<file path="src/rtl/nco_ctrl_pkg.sv">
// Shared constants and FSM state type for the NCO control path (tuning-word
// loader and its testbenches).
package nco_ctrl_pkg;

  localparam logic [7:0]  SYNC_BYTE   = 8'hA5;
  localparam logic [7:0]  CMD_SET_FTW = 8'h01;
  localparam logic [63:0] DEFAULT_FTW = 64'h3000000000000000;

  typedef enum logic [2:0] {
    HUNT,
    CMD,
    DATA,
    CHK,
    COMMIT
  } loader_state_e;

endpackage

</file>
<file path="src/rtl/ftw_ramp.sv">
// Slew limiter for the tuning word: moves the output toward a target by at most
// STEP per cycle and pulses done on the cycle the target is reached.
module ftw_ramp #(
  parameter int           W    = 64,
  parameter logic [W-1:0] INIT = W'(nco_ctrl_pkg::DEFAULT_FTW),
  parameter logic [W-1:0] STEP = W'(64'h0000010000000000)
) (
  input  logic         clk,
  input  logic         rst_n,
  input  logic         load,
  input  logic [W-1:0] load_value,
  output logic [W-1:0] value,
  output logic         done,
  output logic         active
);

  logic [W-1:0] target_q;
  logic [W-1:0] goal;
  logic [W-1:0] next_value;

  // A load retargets from wherever the output currently sits; distances are
  // compared before stepping so the unsigned add/subtract can never wrap.
  always_comb begin
    goal       = load ? load_value : target_q;
    next_value = value;
    if (value < goal) begin
      next_value = (goal - value <= STEP) ? goal : value + STEP;
    end else if (value > goal) begin
      next_value = (value - goal <= STEP) ? goal : value - STEP;
    end
  end

  always_ff @(posedge clk) begin
    if (!rst_n) begin
      target_q <= INIT;
      value    <= INIT;
      done     <= 1'b0;
    end else begin
      target_q <= goal;
      value    <= next_value;
      done     <= (next_value == goal) && (load || (value != goal));
    end
  end

  assign active = (value != target_q);

endmodule

</file>
<file path="src/rtl/ftw_loader.sv">
// Assembles a framed 64-bit tuning word from the host byte stream, validates it
// and drives the NCO phase increment. Define FTW_RAMP_EN to slew instead of jump.
module ftw_loader #(
  parameter int               FTW_W          = 64,
  parameter logic [FTW_W-1:0] DEFAULT_FTW    = FTW_W'(nco_ctrl_pkg::DEFAULT_FTW),
  parameter int               TIMEOUT_CYCLES = 80000
`ifdef FTW_RAMP_EN
  ,
  parameter logic [FTW_W-1:0] RAMP_STEP      = FTW_W'(64'h0000010000000000)
`endif
) (
  input  logic             clk,
  input  logic             rst_n,
  input  logic [7:0]       in_data,
  input  logic             in_valid,
  output logic             in_ready,
  output logic [FTW_W-1:0] phase_inc,
  output logic             ftw_update,
  output logic [7:0]       frame_err_cnt,
  output logic             busy
);

  import nco_ctrl_pkg::*;

  localparam int N_BYTES = FTW_W / 8;
  localparam int IDX_W   = $clog2(N_BYTES);
  localparam int GAP_W   = $clog2(TIMEOUT_CYCLES);

  loader_state_e    state_q, state_d;
  logic             ready_en_q;
  logic [GAP_W-1:0] gap_q;
  logic [7:0]       err_q;
  logic [IDX_W-1:0] idx_q;
  logic [7:0]       chk_q;
  logic [FTW_W-1:0] shadow_q;
  logic             accept;
  logic             timeout;
  logic             err_inc;
  logic             commit;
  logic             ramp_active;

  assign in_ready      = ready_en_q && (state_q != COMMIT);
  assign accept        = in_valid && in_ready;
  assign frame_err_cnt = err_q;
  assign busy          = (state_q != HUNT) || ramp_active;

  // An accepted byte on the expiry edge beats the timeout.
  assign timeout = (state_q inside {CMD, DATA, CHK}) && !accept &&
                   (gap_q == GAP_W'(TIMEOUT_CYCLES - 1));

  // NOTE: every output of this block is assigned a default first, so no path
  // leaves a value unassigned and no latch can be inferred.
  always_comb begin
    state_d = state_q;
    err_inc = 1'b0;
    commit  = 1'b0;
    unique case (state_q)
      HUNT: begin
        if (accept && in_data == SYNC_BYTE) state_d = CMD;
      end
      CMD: begin
        if (accept) begin
          if (in_data == CMD_SET_FTW) begin
            state_d = DATA;
          end else begin
            state_d = HUNT;
            err_inc = 1'b1;
          end
        end
      end
      DATA: begin
        if (accept && idx_q == IDX_W'(N_BYTES - 1)) state_d = CHK;
      end
      CHK: begin
        if (accept) begin
          if (in_data == chk_q) begin
            state_d = COMMIT;
          end else begin
            state_d = HUNT;
            err_inc = 1'b1;
          end
        end
      end
      COMMIT: begin
        commit  = 1'b1;
        state_d = HUNT;
      end
      default: state_d = HUNT;
    endcase
    if (timeout) begin
      state_d = HUNT;
      err_inc = 1'b1;
    end
  end

  // NOTE: sequential state uses non-blocking assignments so every register
  // samples the pre-edge values; the reset is synchronous, checked on the edge.
  always_ff @(posedge clk) begin
    if (!rst_n) begin
      state_q    <= HUNT;
      ready_en_q <= 1'b0;
      gap_q      <= '0;
      err_q      <= '0;
    end else begin
      state_q    <= state_d;
      ready_en_q <= 1'b1;
      if (state_q == HUNT || accept || timeout) begin
        gap_q <= '0;
      end else begin
        gap_q <= gap_q + GAP_W'(1);
      end
      if (err_inc && err_q != 8'hFF) err_q <= err_q + 8'd1;
    end
  end

  // NOTE: the frame datapath has no reset; each field is written inside the
  // frame before it is read, and a reset returns the FSM to HUNT anyway.
  always_ff @(posedge clk) begin
    if (accept) begin
      if (state_q == CMD) begin
        chk_q <= in_data;
        idx_q <= '0;
      end
      if (state_q == DATA) begin
        shadow_q <= {shadow_q[FTW_W-9:0], in_data};
        chk_q    <= chk_q ^ in_data;
        idx_q    <= idx_q + IDX_W'(1);
      end
    end
  end

`ifdef FTW_RAMP_EN
  ftw_ramp #(
    .W    (FTW_W),
    .INIT (DEFAULT_FTW),
    .STEP (RAMP_STEP)
  ) u_ramp (
    .clk        (clk),
    .rst_n      (rst_n),
    .load       (commit),
    .load_value (shadow_q),
    .value      (phase_inc),
    .done       (ftw_update),
    .active     (ramp_active)
  );
`else
  assign ramp_active = 1'b0;

  // The whole word moves in one edge, so the NCO never sees a partial value.
  always_ff @(posedge clk) begin
    if (!rst_n) begin
      phase_inc  <= DEFAULT_FTW;
      ftw_update <= 1'b0;
    end else begin
      ftw_update <= commit;
      if (commit) phase_inc <= shadow_q;
    end
  end
`endif

endmodule
</file>
<file path="config.mk">
export PLATFORM = sky130hd
export DESIGN_NAME = ftw_loader
export DESIGN_NICKNAME = d
export VERILOG_FILES = /design/src/rtl/nco_ctrl_pkg.sv /design/src/rtl/ftw_ramp.sv /design/src/rtl/ftw_loader.sv
export SDC_FILE = /design/constraint.sdc
export NUM_CORES = 1
export LEC_CHECK = 0
export ABC_AREA = 1
export CAP_MARGIN = 20
export CELL_PAD_IN_SITES_DETAIL_PLACEMENT = 0
export CELL_PAD_IN_SITES_GLOBAL_PLACEMENT = 1
export CORE_MARGIN = 10
export CORE_UTILIZATION = 45
export DETAILED_ROUTE_END_ITERATION = 8
export GPL_ROUTABILITY_DRIVEN = 0
export HOLD_SLACK_MARGIN = 0.06
export PLACE_DENSITY = 0.93
export SYNTH_ARGS = -nofsm -noshare
export SYNTH_HDL_FRONTEND = slang
export SYNTH_SLANG_ARGS = --single-unit
</file>
<file path="constraint.sdc">
create_clock -name clk -period 4 [get_ports clk]
set_input_delay 0.8 -clock clk [delete_from_list [all_inputs] [get_ports clk]]
set_output_delay 0.8 -clock clk [all_outputs]
set_load 0.01 [all_outputs]
</file>
* Yosys cells after proc, flatten, opt, wreduce, memory -nomap -nowiden
Cells that the tools add are included.
** Storage, ports and cells
- Output and inout bits :: 75
- Register bits :: 169
- Bits of input ports :: 11
- Latch bits :: 0
- RAM bits :: 0
- Memories kept :: 0
- Logic and storage cells :: 67
- Bits in read-only memories :: 0
** Cells by class
- Magnitude comparators :: 0
- Shift operators :: 0
- Divide/modulo/power cells :: 0
- Bitwise logic cells :: 2
- Multiply operators :: 0
- Muxes and demuxes :: 19
- Eq/ne operators :: 15
- Add/subtract/negate cells :: 3
- Reduce and logical (&&, ||, !) cells :: 19
** Operator list (number)
- $mux W3 :: 7
- $add A17 B1 Y17 const B :: 1
- $eq A17 B17 Y1 const B :: 1
- $mux W8 :: 2
- $pmux W3 S4 :: 1
- $add A8 B1 Y8 const B :: 1
- $eq A8 B1 Y1 const B :: 1
- $eq A8 B8 Y1 :: 1
- $eq A8 B8 Y1 const B :: 1
- $ne A2 B2 Y1 const B :: 4
- $ne A8 B8 Y1 const B :: 1
- $xor A8 B8 Y8 :: 1
- $logic_and A1 B1 Y1 :: 7
- $mux W1 :: 7
- $eq A3 B2 Y1 const B :: 2
- $eq A3 B3 Y1 const B :: 2
- $reduce_bool A3 Y1 :: 2
- $reduce_and A2 Y1 :: 2
- $reduce_and A4 Y1 :: 1
- $reduce_or A2 Y1 :: 2
- $add A3 B1 Y3 const B :: 1
- $eq A3 B1 Y1 const B :: 1
- $logic_not A3 Y1 :: 1
- $ne A3 B3 Y1 const B :: 1
- 6 further kinds :: 7

* Depth between registers and ports, before layout
Gate-level depths: netlist (run 1).
- Depth in word-level cells :: 8
- Mapped depth :: 12

* Worst setup path before layout (run 1)
OpenSTA, ideal clock, no wires.
- Path kind :: flip-flop to flip-flop
- Start :: register state_q[1]
- End :: register shadow_q[0] (enable)
- Data required time :: 3.582 ns
- Library setup time :: 0.418 ns
- Arrival :: 2.299 ns
- Setup slack :: 1.283 ns
- Stages on the path, launching flop included :: 8
- Period minus slack after synthesis :: 2.717 ns
- Path through :: dfxtp_1 > nor2_1 > nand2_2 > inv_1 > buf_2 > nor2_1 > nand3_1 > inv_1
** Between the ends
- Cells in the longest elaborated chain, start to end :: 4
- Elaborated cells on any way between the ends :: 5
- Those cells by class :: eq/ne: 2; reduce/logical: 3
** Ends and longest elaborated chain
- start, declared :: RTL line ftw_loader.sv:29 : loader_state_e state_q, state_d;
- start signal, assigned :: RTL line ftw_loader.sv:105 : state_q <= state_d;
- $ne A3 B3 Y1 :: RTL line ftw_loader.sv:42 : assign in_ready = ready_en_q && (state_q != COMMIT);
- $logic_and A1 B1 Y1 :: RTL line ftw_loader.sv:42
- via in_ready :: RTL line ftw_loader.sv:16 : output logic in_ready,
- $logic_and A1 B1 Y1 :: RTL line ftw_loader.sv:43 : assign accept = in_valid && in_ready;
- $reduce_and A2 Y1 (no line)
- end signal, assigned :: RTL line ftw_loader.sv:125 : shadow_q <= {shadow_q[FTW_W-9:0], in_data};
- end, declared :: RTL line ftw_loader.sv:35 : logic [FTW_W-1:0] shadow_q;
The timed path passes the listed nets, and every way through them passes these cells.
A chain may end at the register's enable or synchronous reset.

* Worst setup path in the final report (run 1)
- Start :: register state_q[1]
- End :: output in_ready
** Between the ends
- Cells in the longest elaborated chain, start to end :: 2
** Ends and longest elaborated chain (RTL line)
- $ne A3 B3 Y1 :: ftw_loader.sv:42
- $logic_and A1 B1 Y1 :: ftw_loader.sv:42
- end, declared :: ftw_loader.sv:16
Every way passes these cells.

==> results of run 1 <==
cells in the mapped netlist, drive strengths merged:
library cell | instances | area, sq um
nor3b | 1 | 7.51
xor2 | 9 | 78.8
nand2 | 84 | 328
inv | 47 | 176
ha | 4 | 50.1
buf | 5 | 35.0
a21oi | 19 | 95.1
xnor2 | 1 | 8.76
o31ai | 1 | 7.51
or2 | 2 | 12.5
o21ai | 72 | 360
dfxtp | 94 | 1880
nor3 | 9 | 45.0
edfxtp | 75 | 2250
nand4 | 5 | 31.3
clkbuf | 20 | 75.1
nor2 | 174 | 661
nor4 | 1 | 6.26
nand3 | 28 | 158
critical path, stage by stage, from the launching register on:
cell and delay [ns]:
dfxtp_1 0.44, nor2_1 0.08, nand2_2 0.10, inv_2 0.04, nor2_1 0.13, clkdlybuf4s50_1 0.58
registers in the layout, indices dropped and copies added, names as in the netlist:
register,flops
frame_err_cnt,8
idx_q,3
phase_inc,64
gap_q,17
shadow_q,64
state_q,3
ready_en_q,1
ftw_update,1
chk_q,8
cell type report:
type,instances,area share
well taps,180,0.0287
multi-input cells,410,0.236
inverters,47,0.0225
clock buffers,24,0.0628
flip-flops and latches,169,0.527
clock inverters,8,0.00893
repair buffers,90,0.114
layer usage:
| metal | GRT usage | vias to the layer above | wire, um |
|---|---|---|---|
| li1 | - | 2304 | - |
| met1 | 0.165 | 2159 | 5860 |
| met2 | 0.222 | 125 | 6420 |
| met3 | 0.0404 | 17 | 722 |
| met4 | 0.0433 | 0 | 165 |
| met5 | 0 | - | 0 |
power groups by stage:
stage / clock network (mW) / logic (mW) / registers [mW]
after floorplan: 0 / 0.0355 / 1.83
after global placement: 0 / 0.0591 / 1.83
after detailed placement: 0 / 0.0601 / 1.83
after CTS: 1.57 / 0.0605 / 1.79
after global routing: 1.65 / 0.0689 / 1.79
final: 1.54 / 0.0601 / 1.79
final timing paths:
kind	startpoint	to	slack, ns	cells past startpoint
hold reg to reg	shadow_q[31]$_DFFE_PP_	shadow_q[39]$_DFFE_PP_	0.44	0
setup / recovery	state_q[1]$_SDFFE_PP0P_	in_ready	1.41	5
hold / removal	shadow_q[31]$_DFFE_PP_	shadow_q[39]$_DFFE_PP_	0.44	0
setup reg to reg	state_q[0]$_SDFFE_PP0P_	shadow_q[35]$_DFFE_PP_	1.59	6
logic make-up after synthesis:
family / synth area share
buf+inv: 0.0457
fa+ha+maj: 0.00798
flops: 0.659
compound gates: 0.0738
xor+xnor: 0.0140
simple gates: 0.199
==> flow_summary.ini, run 1 <==
[outcome]
run_status = finished, final reports clean

[min_path]
hold_class = reg2reg

[detailed_routing]
drc = 0
wire_per_inst_um = 14.2
drtIter0Drc = 430
drt_first_pass_iters = 5
antenna_left = 0
vias = 4605
vias_per_cell = 4.96
drt_wl_total_um = 13200

[setup_path]
crit_path_end_kind = primary output
crit_type = reg2out
cp_max_fo = 6
cp.required_ns = 3.20
critical_path.startpoint_type = flip-flop
cp_data_arrival_time_ns = 1.79

[synth]
synthCells = 651
yosys_warnings = 0
synth_cell_type_count = 26
synth_area_sq_mm = 0.00627
syn_avg_cell_area_sq_um = 9.63
ys_seq_area_frac = 0.659
synth_seq_cells = 169
synth_fp_nets = 666

[place]
place_inst = 895
io_buffer_count = 85
dp_hpwl_um = 9150
pre_cts_ws_ns = 1.19
post_dp_cell_area_sq_mm = 0.00727

[clocking]
clockBufferDepth = 2
cts.clk_slew.worst_paths_ns = 0.06
post-cts-setup-buffers = 0
cts-buffers-inserted = 17
clock_latency_ns = 0.41
h-tree-depth = 4
root_buffer = clkbuf_16
ctsHoldBuffers = 0
cts_tree = done
clkSinkCount = 169
cts_resized = 0

[sta]
whs_ns = 0.440
setup_viol = 0
finalHoldViolCount = 0
layout_setup_ws_ns = 1.41
fin_crit_sh = 0.647
min_period_ns = 2.59
fmax_mhz = 387
fin_skew_ns = 0.00818
finalSetupTns_ns = 0
maxSlewHeadroom = 0.527
drv_slew = 0
rsz0062_at_grt = false
worstMarginPinSlew_ns = 0.709

[floorplan]
num_rows = 43
dieHeight_um = 138
initial_core_util = 0.455
die-area_sq_mm = 0.0191
die_width_um = 138
core_area_sq_mm = 0.0138
pin_count = 86

[power_and_ir_drop]
p_int_mw = 2.74
power_density_mw_per_mm2 = 433
p_clk_frac = 0.455
finalPower_mw = 3.40
p_comb_frac = 0.018
power_switching_mw = 0.659
p_leak_nw = 2.81
sw_frac_of_total = 0.194
ir_drop_v = 0.000190
p_seq_frac = 0.528

[finish]
nFillCells = 1223
final_cells = 928
seq_area_sq_mm = 0.00413
fin_nets = 750
fin_util = 0.569
final_common_cell = nor2_1
layout_common_cells = nor2_1, dfxtp_1, clkdlybuf4s50_1
antenna_cells = 0
multi_input_area_sq_mm = 0.00185
drive_above_1_share = 0.0628
syn2layout_area_growth_pct = 25.1
final_area_sq_mm = 0.00784

[global_routing]
antenna_found_initial = 0
track_usage = 0.135
grt_max_degree = 66
grt_pass1_vias = 4359
grt_pass1_wl_um = 21600
overflow = 0

[job]
drv_cap = 0
Power figures use the tool's default switching activity.
==> run 2, diff against run 1 <==
CORE_UTILIZATION = 38   (was 45)
PLACE_DENSITY = 0.85   (was 0.93)
clock period = 2.2 ns   (was 4 ns; I/O delays follow)
==> run 2 against run 1 <==
Effect of this change:
- register-to-register slack got worse by 1.2 ns
- clock skew shrank 0.0018 ns
- combinational power is 83% higher
- critical path depth unchanged
- clock power up 76%
- hold slack better by 0.0025 ns
- clock-buffer cell count unchanged
- design area is 0.93% higher
- power grew 79%
- non-clock buffer count grew 2
- via count is 0.50% lower
- highest routed layer unchanged
==> flow_summary.ini, run 2 (synthesis gave the netlist of run 1 again) <==
[sta]
fin_skew_ns = 0.00637
rsz0062_at_grt = false
fin_crit_sh = 0.948
whs_ns = 0.442
min_period_ns = 2.09
fmax_mhz = 479
finalSetupTns_ns = 0
setup_viol = 0
worstMarginPinSlew_ns = 0.694
drv_slew = 0
maxSlewHeadroom = 0.538
finalHoldViolCount = 0

[power_and_ir_drop]
p_seq_frac = 0.536
ir_drop_v = 0.000515
p_int_mw = 4.88
sw_frac_of_total = 0.197
power_switching_mw = 1.20
p_clk_frac = 0.446
finalPower_mw = 6.08
p_leak_nw = 2.83
p_comb_frac = 0.018
power_density_mw_per_mm2 = 768

[setup_path]
path_cells = nor2_2, nand2_2, inv_2, nor2_2, clkdlybuf4s50_1
cp_common_cell = nor2_2
crit_path_end_kind = primary output
worst-path-buf-inv = 2
critical_path.startpoint_type = flip-flop
cpMaxStageDelayCell = clkdlybuf4s50_1
cp_max_fo = 6
cp_data_arrival_time_ns = 1.65
crit_type = reg2out
cp.required_ns = 1.76
cp_top_family = buffers and inverters
max_stage_delay_ns = 0.56

[place]
io_buffer_count = 85
dp_hpwl_um = 9270

[global_routing]
track_usage = 0.125
grt_pass1_wl_um = 22300
grt_max_degree = 66
antenna_found_initial = 0
overflow = 0
grt_pass1_vias = 4417

[detailed_routing]
drc = 0
drt_first_pass_iters = 5
drtIter0Drc = 182
vias_per_cell = 4.74
vias = 4582
wire_per_inst_um = 13.9
antenna_left = 0
drt_wl_total_um = 13400

[floorplan]
pin_count = 86
initial_core_util = 0.392
die_width_um = 148
core_area_sq_mm = 0.0160
die-area_sq_mm = 0.0220
dieHeight_um = 148
num_rows = 46

[clocking]
ctsHoldBuffers = 0
cts_tree = done
cts-buffers-inserted = 17
cts.clk_slew.worst_paths_ns = 0.06
clockBufferDepth = 2
root_buffer = clkbuf_16
h-tree-depth = 4
clkSinkCount = 169
clock_latency_ns = 0.41
post-cts-setup-buffers = 0

[finish]
fin_nets = 752
top_regs = phase_inc x64, shadow_q x64, gap_q x17
antenna_cells = 0
syn2layout_area_growth_pct = 26.3
drive_above_1_share = 0.0720
final_common_cell = nor2_1
layout_common_cells = nor2_1, dfxtp_1, clkdlybuf4s50_1

[outcome]
run_status = finished, final reports clean

[min_path]
hold_class = reg2reg

[job]
drv_cap = 0
==> run 2: final timing paths <==
path | from | endpoint | cells after the start | slack [ns]
min reg2reg | shadow_q[34]$_DFFE_PP_ | shadow_q[42]$_DFFE_PP_ | 0 | 0.44
max reg2reg | gap_q[0]$_SDFF_PP0_ | frame_err_cnt[7]$_SDFFE_PN0P_ | 10 | 0.42
max | state_q[1]$_SDFFE_PP0P_ | in_ready | 5 | 0.11
min | shadow_q[34]$_DFFE_PP_ | shadow_q[42]$_DFFE_PP_ | 0 | 0.44
==> run 2: power by group through the flow <==
| stage | sequential [mW] | combinational (mW) | clock [mW] |
|---|---|---|---|
| 5_1_grt | 3.25 | 0.125 | 2.92 |
| 2_1_floorplan | 3.32 | 0.0649 | 0 |
| 4_1_cts | 3.26 | 0.111 | 2.77 |
| 3_5_place_dp | 3.32 | 0.110 | 0 |
| 6_report | 3.26 | 0.110 | 2.71 |
| 3_3_place_gp | 3.32 | 0.110 | 0 |
==> run 2: layout make-up <==
type	instances	area, sq um
flip-flops and latches	169	4140
clock inverters	8	72.6
inverters	47	180
repair buffers	92	938
multi-input cells	410	1860
well taps	216	270
clock buffers	24	462
fillers	1501	8080
==> run 2: timing repair <==
action	4_1_cts	5_1_grt
gates resized for setup	2	1
setup endpoints to repair	1	1
hold endpoints to repair	0	0
==> run 2: metrics by stage <==
| step | std cells | utilization | worst slack [ns] | instance area, sq um |
|---|---|---|---|---|
| after floorplan | 651 | - | 0.0198 | 6290 |
| after global placement | 934 | 0.461 | 0.147 | 7380 |
| after detailed placement | 934 | 0.461 | 0.0672 | 7380 |
| after CTS | 966 | 0.495 | 0.0345 | 7910 |
| after global routing | 966 | 0.495 | 0.00506 | 7920 |
| final | 966 | 0.495 | 0.114 | 7920 |
==> run 2: layer usage <==
metal | GRT usage | wire [um] | vias to the layer above
met3 | 0.0485 | 879 | 16
met5 | 0 | 0 | -
met2 | 0.209 | 6530 | 105
met4 | 0.0372 | 207 | 0
li1 | - | - | 2307
met1 | 0.145 | 5790 | 2154
==> run 2: worst register-to-register path, stage by stage, from the launching register on <==
cell and delay, ns:
dfxtp_1 0.35, ha_1 0.19, nand3_1 0.14, nor2_2 0.18
inv_1 0.08, nor2_1 0.15, nand2_2 0.08, nand2_2 0.25
nand3_1 0.13, nand2_1 0.08, nor2_1 0.03
==> run 3, diff against run 2 <==
CORE_UTILIZATION = 48   (was 38)
DONT_BUFFER_PORTS = 1   (was default)
PLACE_DENSITY = 0.87   (was 0.85)
clock period = 2 ns   (was 2.2 ns; I/O delays follow)
==> run 3 against run 2 <==
Effect of this change:
- worst setup slack improved by 0.097 ns
- non-clock buffer count decreased by 76
- first-iteration DRC count increased by 25%
- hold slack got worse by 0.34 ns
- clock-buffer cell count decreased by 5
- global-route usage increased by 2.0 points
- sequential cell count unchanged
- register-to-register slack got worse by 0.21 ns
- design area decreased by 9.3%
- sequential power increased by 9.8%
- wire length decreased by 5.0%
- critical path type is now reg2reg
- highest routed layer unchanged
==> flow_summary.ini, run 3 (synthesis gave the netlist of run 1 again) <==
[finish]
antenna_cells = 0
fin_nets = 676
final_cells = 846
nFillCells = 1126
drive_above_1_share = 0.0846
fin_util = 0.564
layout_common_cells = nor2_1, dfxtp_1, nand2_1
syn2layout_area_growth_pct = 14.5
top_regs = phase_inc x64, shadow_q x64, gap_q x17
final_common_cell = nor2_1

[sta]
drv_slew = 0
maxSlewHeadroom = 0.556
worstMarginPinSlew_ns = 0.667
fin_crit_sh = 0.894
finalHoldViolCount = 0
fmax_mhz = 559
min_period_ns = 1.79
finalSetupTns_ns = 0
fin_skew_ns = 0.0162
rsz0062_at_grt = false
setup_viol = 0

[clocking]
root_buffer = clkbuf_16
clockBufferDepth = 2
cts_tree = done
cts.clk_slew.worst_paths_ns = 0.07
clock_latency_ns = 0.43
clkSinkCount = 169
cts-buffers-inserted = 17
h-tree-depth = 4
post-cts-setup-buffers = 0

[detailed_routing]
drt_first_pass_iters = 5
vias = 4258
met2WireLength_um = 6250
vias_per_cell = 5.03
drt_wl_total_um = 12700
top_layer_used = met4
drtIter0Drc = 228
wl_met3_um = 1130
wire_per_inst_um = 15.1
drc = 0
met1Wirelength_um = 5220
antenna_left = 0

[floorplan]
core_area_sq_mm = 0.0127
num_rows = 41
die-area_sq_mm = 0.0180
die_width_um = 134
pin_count = 86
initial_core_util = 0.493
dieHeight_um = 134

[power_and_ir_drop]
power_density_mw_per_mm2 = 978
p_leak_nw = 2.59
ir_drop_v = 0.000461

[min_path]
min_path_cells = 2
hold_class = in2reg

[global_routing]
grt_pass1_vias = 4198
overflow = 0
track_usage = 0.145
antenna_found_initial = 0
grt_max_degree = 76
grt_pass1_wl_um = 21100

[outcome]
run_status = finished, final reports clean

[setup_path]
cp.required_ns = 2.31
critical_path.startpoint_type = flip-flop
r2r_cells = 11
cp_max_fo = 18
cp_data_arrival_time_ns = 2.10
regToRegSetupSlack_ns = 0.21
crit_path_end_kind = flip-flop
crit_type = reg2reg

[place]
io_buffer_count = 0
dp_hpwl_um = 8750
place_inst = 805

[job]
drv_cap = 0
## run 3: worst paths after layout
check                               start                            end
hold / removal                      rst_n  frame_err_cnt[0]$_SDFFE_PN0P_
setup / recovery  state_q[0]$_SDFFE_PP0P_  frame_err_cnt[3]$_SDFFE_PN0P_
setup reg to reg  state_q[0]$_SDFFE_PP0P_  frame_err_cnt[3]$_SDFFE_PN0P_
hold reg to reg    shadow_q[23]$_DFFE_PP_         shadow_q[31]$_DFFE_PP_
## run 3: power breakdown
part	leakage (nW)	switching [mW]	internal, mW
Sequential	1.44	0.00112	3.58
Combinational	0.847	0.0461	0.0411
Clock	0.303	1.37	1.98
Total	2.59	1.42	5.60
## run 3: timing repair
item / CTS / global route
resized for setup: 0 / 0
hold endpoints to repair: 9 / 0
hold buffers: 9 / 0
## run 3: stage by stage
step                      hold WS, ns  instance area [sq um]  setup slack, ns  power, mW
final                          0.0973                   7180            0.211       7.02
after global routing           0.0762                   7180           0.0148       7.26
after floorplan                 0.418                   6290           -0.134       3.73
after global placement          0.428                   6470            0.330       3.73
after detailed placement        0.428                   6470            0.237       3.73
after CTS                      0.0676                   7180            0.207       7.10
## run 3: per-layer routing
layer  vias up  track usage
li1       2158            -
met1      2006        0.160
met2        86        0.236
met3         8       0.0702
met4         0       0.0574
met5         -            0
## run 3: worst max-delay path, stage by stage, from the launching register on
cell,delay [ns]
dfxtp_1,0.36
nor2_1,0.22
nand2_2,0.09
buf_4,0.20
nand2_1,0.07
nand2_1,0.05
inv_1,0.11
nand2_2,0.08
nand2_2,0.25
nand3_1,0.13
nand2_1,0.08
nor2_1,0.04
## run 3: final cells by class
cell class | instances | area (sq um) | area share
Timing Repair Buffer | 16 | 168 | 0.0234
Clock buffer | 19 | 464 | 0.0647
Tap cell | 172 | 215 | 0.0300
Multi-Input combinational cell | 410 | 1860 | 0.259
Inverter | 47 | 180 | 0.0251
Clock inverter | 13 | 155 | 0.0216
Sequential cell | 169 | 4140 | 0.576
